==> src/rtl/cpu_pkg.sv <==
// Shared pipeline definitions: stage indices, stall polarity and the controller state type.
// stall_vec turns per-stage stall requests into the monotonic hold vector.
package cpu_pkg;

  localparam int STAGE_NUM = 5;
  localparam int IF_STAGE  = 0;
  localparam int ID_STAGE  = 1;
  localparam int EX_STAGE  = 2;
  localparam int ME_STAGE  = 3;
  localparam int WB_STAGE  = 4;

  localparam logic        Stop     = 1'b1;
  localparam logic        NoStop   = 1'b0;
  localparam logic [31:0] ZeroWord = 32'h0000_0000;

  typedef enum logic [1:0] {
    RUN     = 2'd0,
    BR_WAIT = 2'd1,
    TRAP    = 2'd2
  } ctrl_state_e;

  // A stage must hold whenever it or any later stage (up to ME) is requesting a stall.
  function automatic logic [STAGE_NUM-1:0] stall_vec(input logic [3:0] reqs);
    logic [STAGE_NUM-1:0] v;
    v = {STAGE_NUM{NoStop}};
    for (int i = 0; i < 4; i++) begin
      if (|(reqs >> i)) begin
        v[i] = Stop;
      end else begin
        v[i] = NoStop;
      end
    end
    return v;
  endfunction

endpackage

==> src/rtl/pipe_ctrl.sv <==
// Pipeline hazard controller: stall vector, front-end kill, trap flush, PC redirect
// (deferred while fetch is busy) and a saturating fetch-stall cycle counter.
module pipe_ctrl
  import cpu_pkg::*;
#(
  parameter logic [31:0] TRAP_VEC = 32'h0000_0000,
  parameter int          CNT_W    = 32
) (
  input  logic                 clk,
  input  logic                 rstn,
  input  logic                 if_stall_req,
  input  logic                 id_stall_req,
  input  logic                 ex_stall_req,
  input  logic                 me_stall_req,
  input  logic                 br_taken,
  input  logic [31:0]          br_target,
  input  logic                 trap_req,
  output logic [STAGE_NUM-1:0] stall,
  output logic                 kill_front,
  output logic                 flush,
  output logic                 redirect_vld,
  output logic [31:0]          redirect_pc,
  output logic [CNT_W-1:0]     stall_cnt
);

  ctrl_state_e      state_q, state_d;
  logic [31:0]      tgt_q, tgt_d;
  logic [CNT_W-1:0] cnt_q, cnt_d;
  logic             br_acc_s;

  // Stall/kill/redirect decode and next-state for state, pending target and counter.
  always_comb begin
    stall        = stall_vec({me_stall_req, ex_stall_req, id_stall_req, if_stall_req});
    // A held EX stage will re-present its branch, so only take it when EX advances.
    br_acc_s     = br_taken & (stall[EX_STAGE] == NoStop);
    kill_front   = 1'b0;
    flush        = 1'b0;
    redirect_vld = 1'b0;
    redirect_pc  = ZeroWord;
    state_d      = state_q;
    tgt_d        = tgt_q;
    cnt_d        = cnt_q;

    case (state_q)
      RUN: begin
        if (trap_req) begin
          state_d = TRAP;
        end else if (br_acc_s && !if_stall_req) begin
          kill_front   = 1'b1;
          redirect_vld = 1'b1;
          redirect_pc  = br_target;
          state_d      = RUN;
        end else if (br_acc_s) begin
          tgt_d   = br_target;
          state_d = BR_WAIT;
        end else begin
          state_d = RUN;
        end
      end
      BR_WAIT: begin
        stall[IF_STAGE] = Stop;
        stall[ID_STAGE] = Stop;
        if (trap_req) begin
          tgt_d   = ZeroWord;
          state_d = TRAP;
        end else if (!if_stall_req) begin
          kill_front   = 1'b1;
          redirect_vld = 1'b1;
          redirect_pc  = tgt_q;
          tgt_d        = ZeroWord;
          state_d      = RUN;
        end else begin
          state_d = BR_WAIT;
        end
      end
      TRAP: begin
        stall        = {STAGE_NUM{NoStop}};
        flush        = 1'b1;
        redirect_vld = 1'b1;
        redirect_pc  = TRAP_VEC;
        tgt_d        = ZeroWord;
        state_d      = RUN;
      end
      default: begin
        state_d = RUN;
        tgt_d   = ZeroWord;
      end
    endcase

    if ((stall[IF_STAGE] == Stop) && (cnt_q != {CNT_W{1'b1}})) begin
      cnt_d = cnt_q + {{(CNT_W-1){1'b0}}, 1'b1};
    end else begin
      cnt_d = cnt_q;
    end
  end

  // Controller state, pending branch target and stall counter.
  always_ff @(posedge clk or negedge rstn) begin
    if (!rstn) begin
      state_q <= RUN;
      tgt_q   <= ZeroWord;
      cnt_q   <= {CNT_W{1'b0}};
    end else begin
      state_q <= state_d;
      tgt_q   <= tgt_d;
      cnt_q   <= cnt_d;
    end
  end

  assign stall_cnt = cnt_q;

endmodule
==> config.mk <==
export PLATFORM = sky130hd
export DESIGN_NAME = pipe_ctrl
export DESIGN_NICKNAME = d
export VERILOG_FILES = /design/src/rtl/cpu_pkg.sv /design/src/rtl/pipe_ctrl.sv
export SDC_FILE = /design/constraint.sdc
export NUM_CORES = 1
export LEC_CHECK = 0
export CAP_MARGIN = 20
export CORE_UTILIZATION = 42
export CTS_CLUSTER_SIZE = 25
export DETAILED_ROUTE_END_ITERATION = 6
export PLACE_DENSITY = 0.87
export SLEW_MARGIN = 20
export SYNTH_ARGS = -nofsm -noshare
export SYNTH_HDL_FRONTEND = slang
export SYNTH_SLANG_ARGS = --single-unit
==> constraint.sdc <==
create_clock -name clk -period 2.2 [get_ports clk]
set_clock_uncertainty 0.1 [all_clocks]
set_input_delay 0.55 -clock clk [delete_from_list [all_inputs] [get_ports clk]]
set_output_delay 0.55 -clock clk [all_outputs]
set_load 0.02 [all_outputs]
# Yosys cells after proc, flatten, opt, wreduce, memory -nomap -nowiden
# Cells that the tools add are included.
# word_totals
reg_bits,66
output_inout_bits,72
# classes
add_sub_neg,1
n_eq_ne,7
mux,30
n_bitwise,2
reduce_logical,8
# ops
operator,n
$mux 32,9
$pmux 32 s2,2
$add 32x1->32 const B,1
$ne 32x32->1 const B,1
$mux 1,12
$pmux 2 s2,2
$mux 2,3
$ne 2x2->1 const B,3
$reduce_and 4->1,1
$reduce_or 4->1,1
$ne 3x3->1 const B,1
$pmux 1 s3,1
$reduce_or 3->1,1
$eq 2x1->1 const B,1
$eq 2x2->1 const B,1
$logic_and 1x1->1,2
$logic_not 2->1,1
$pmux 1 s2,1
$reduce_or 2->1,1
$and 1x1->1,1
$logic_not 1->1,1
$not 1->1,1

# Logic depth before layout (Yosys ltp)
# depth
ltp_word,8
depth_mapped,9
depth_no_buf,8

# Worst setup path after synthesis
# Ideal clock, no wire load.
# synth_path
kind,input-to-output
start,in me_stall_req
end,out redirect_pc[0]
arrival_time_ns,1.785
slack_ns,-0.235
stages,5
path_buffers,1
path_cell_list,nor2_1 nand2_1 nor3_1 clkbuf_1 a32o_1
# synth_between
elab_chain_len,8
# synth_rtl
item,line,source
start: declaration,pipe_ctrl.sv:14,"input logic me_stall_req,"
$reduce_or 2->1,cpu_pkg.sv:27,if (|(reqs >> i)) begin
$mux 1,cpu_pkg.sv:27,
$not 1->1,pipe_ctrl.sv:35,br_acc_s = br_taken & (stall[EX_STAGE] == NoStop);
$and 1x1->1,pipe_ctrl.sv:35,
$logic_and 1x1->1,pipe_ctrl.sv:48,end else if (br_acc_s && !if_stall_req) begin
$mux 32,pipe_ctrl.sv:48,
$mux 32,pipe_ctrl.sv:46,if (trap_req) begin
$pmux 32 s2,pipe_ctrl.sv:44,case (state_q)
end: declaration,pipe_ctrl.sv:22,"output logic [31:0] redirect_pc,"
# No other way between the ends.

# Final worst setup path
# layout_path
start,reg state_q[0]
end,out redirect_pc[1]
# layout_between
elab_chain_len,2
# layout_rtl
item,line,source
start: declaration,pipe_ctrl.sv:26,"ctrl_state_e state_q, state_d;"
start signal: assignment,pipe_ctrl.sv:104,state_q <= state_d;
$eq 2x1->1 / $logic_not 2->1 (equally long branches),pipe_ctrl.sv:44,
$pmux 32 s2 *,pipe_ctrl.sv:44,
# Every way passes the cells marked *; elsewhere a longest branch is shown, timed or not.

==> flow_summary.toml <==
[outcome]
status = "complete, but fails checks"
violations = "negative setup slack"

[synth]
yosys-top-cells-count = "nand2_1 (70), dfrtp_1 (66), a32o_1 (32), o21ai_0 (32), clkbuf_1 (20)"
synth-edff-count = 0
ys.flop_type = "dfrtp_1"
synth_top_area_share_pct = 48.37
yosys_warnings = 0
synth_area_leader_cell = "dfrtp_1"
syn-num-nets = 396
ys_async_sr_fraction_pct = 100.0
synthDistinctLibCells = 45
synthesis.area_um2 = 3415
synth_most_common_cell = "nand2_1"
synthCells = 351
synth_area_leaders = "dfrtp_1 (48%), a32o_1 (9.4%), nand2_1 (7.7%), o21ai_0 (4.7%), xnor2_1 (4.1%)"
avgSynthCellArea_um2 = 9.728
seq_area_frac_synth_pct = 48.37
synth.ff_latch_count = 66

[global_route]
grt_pass1_vias = 3433
track_usage_pct = 24.89
grt_pass1_wl_um = 16500
grt_max_degree = 55
grt_overflow = 0
antenna_found_initial = 1

[worst_setup_path]
critPathArrivalTime_ns = 1.84
setup.worst_path.class = "reg -> out"
required_ns = 1.55
end_kind = "output pin"
worstSetupStartpointType = "flip-flop"
crit_fanout = 7

[route]
vias = 3490
wire_per_inst_um = 17.82
detail-route-antenna-nets = 0
vias_per_cell = 5.575
route.detailed.drc = 0
routed_wl_um = 11160
drt_iter0_markers = 147
dr.pass1.iters = 4

[timing]
rsz0062_at_grt = "true"
period_share_pct = 113.4
setup_tns_ns = -8.999
final_hold_viol_count = 0
layout_setup_ws_ns = -0.2938
setup_viol = 35
finalHoldWorstSlack_ns = 0.1167
fmax_ghz = 0.4010
min_period_ns = 2.494
slew_violations = 0

[clock_tree]
clockRootBuffer = "clkbuf_8"
clock_sinks = 66
cts_hold_buffers = 0
cts_tree = "yes"
cts_made_buffers = 9
path_clk_slew_ns = 0.07
cts_buffer_depth = 2
h-tree-depth = 3
worstSkewPairLatency_ns = 0.33

[die]
rows = 32
core_um2 = 7807
initial_utilization_pct = 43.73
ios = 112
fp.dieW_um = 92.17
die_y_um = 92.17
die-area_um2 = 8494

[power]
p_seq_share_pct = 44.1
pwr_density_cell_nw_per_um2 = 613.7
power_switching_uw = 1014
power_frac_comb_pct = 25.5
internal_power_uw = 2421
vdd_drop_max_mv = 0.6228
leakage_uw = 0.002757
sw_frac_of_total_pct = 29.52
clockPowerShare_pct = 30.4

[placed_design]
placed_cell_area_um2 = 5100
place.gp.congestion = 0.8735
dpl.hpwl_um = 7214
io_buffers = 110

[layout]
nets = 564
fillers = 562
synthToLayoutAreaGrowth_pct = 63.91
stdcell_area_um2 = 5597
drive_gt1_share_pct = 35.18

[min_path]
hp-class = "in -> async"

[flow_run]
maxCapViolCount = 0
-- per-layer routing --
| layer | vias to the layer above | part of all wire (%) | track usage, % | wire length (um) |
|---|---|---|---|---|
| met5 | - | 0 | 0 | 0 |
| met4 | 0 | 2.1 | 8.724 | 230 |
| met3 | 25 | 7.5 | 6.219 | 842 |
| met2 | 164 | 51 | 41.92 | 5638 |
| met1 | 1694 | 40 | 31.00 | 4444 |
| li1 | 1607 | - | - | - |
-- logic make-up (layout without fill, tap and decap cells) --
| family | count (synthesis) | count (layout) | share of synthesized area, % |
|---|---|---|---|
| AOI/OAI and AO/OA | 79 | 79 | 18.14 |
| adders and majority gates | 5 | 5 | 1.832 |
| other | 1 | 2 | 0.1098 |
| and+or+nand+nor | 140 | 140 | 20.30 |
| xor gates and xnor gates | 29 | 29 | 7.439 |
| DFF | 66 | 66 | 48.37 |
| muxes | 1 | 1 | 0.3298 |
| buffers and inverters | 30 | 202 | 3.481 |
-- worst paths after layout --
kind	cells after the start	start	slack, ns	end
worst max-delay path	7	state_q[0]	-0.29	redirect_pc[1]
worst min-delay path	2	rstn	0.12	tgt_q[25]
min in group clk	2	tgt_q[11]	0.39	tgt_q[11]
worst min register to register	2	tgt_q[11]	0.39	tgt_q[11]
max in group asynchronous	2	rstn	1.47	stall_cnt[8]
worst max register to register	6	stall_cnt[1]	0.08	stall_cnt[14]
-- sequential cells by signal (all words and copies together) (netlist names) --
name and count:
state_q 2, stall_cnt 32, tgt_q 32
-- worst max-delay path, stage by stage (launching register included) --
cell	delay [ns]
dfrtp_1	0.40
buf_6	0.13
ha_4	0.15
nor3b_4	0.15
buf_6	0.14
clkbuf_16	0.15
a32o_2	0.24
buf_6	0.13
-- final cells by class --
cell class | count | area [um2] | area share, %
timing repair buffer | 182 | 1799 | 32.15
antenna | 1 | 2.502 | 0.04471
clock inverter | 2 | 35.03 | 0.6260
sequential | 66 | 1652 | 29.51
multi-input combinational | 255 | 1793 | 32.04
clock buffer | 13 | 168.9 | 3.018
tap | 102 | 127.6 | 2.280
inverter | 5 | 18.77 | 0.3353
-- power groups by stage --
stage	Clock [uW]	Sequential [uW]	Combinational, uW
finish	1040	1510	877
global route	1110	1530	945
CTS	1070	1510	864
detailed placement	0	1530	841
global placement	0	1510	807
floorplan	0	1580	305
-- per-stage QoR --
stage,worst slack [ns],power (uW),std cells,utilization [%]
finish,-0.2938,3435,626,71.68
global route,-0.3395,3591,626,71.68
detailed placement,-0.9458,2371,596,65.32
global placement,-0.9000,2321,596,65.32
CTS,-0.2627,3439,618,69.54
floorplan,0.01245,1888,351,-
-- placed cells by master (no fill, tap or decap), types with 13 or more instances in the layout --
cell type / instances
a32o_2: 31
buf_4: 58
buf_6: 42
clkdlybuf4s50_1: 64
dfrtp_1: 66
nand2_1: 69
nand3_1: 17
o21ai_0: 32
xnor2_1: 16
xor2_1: 13
-- what timing repair did --
action                                  CTS  global route
gates cloned                              1             3
endpoints found under the setup margin   47            51
pin swaps                                 8             4
gates resized for setup                 242            25
setup buffers                             6             5
(Power assumes the default switching activity.)
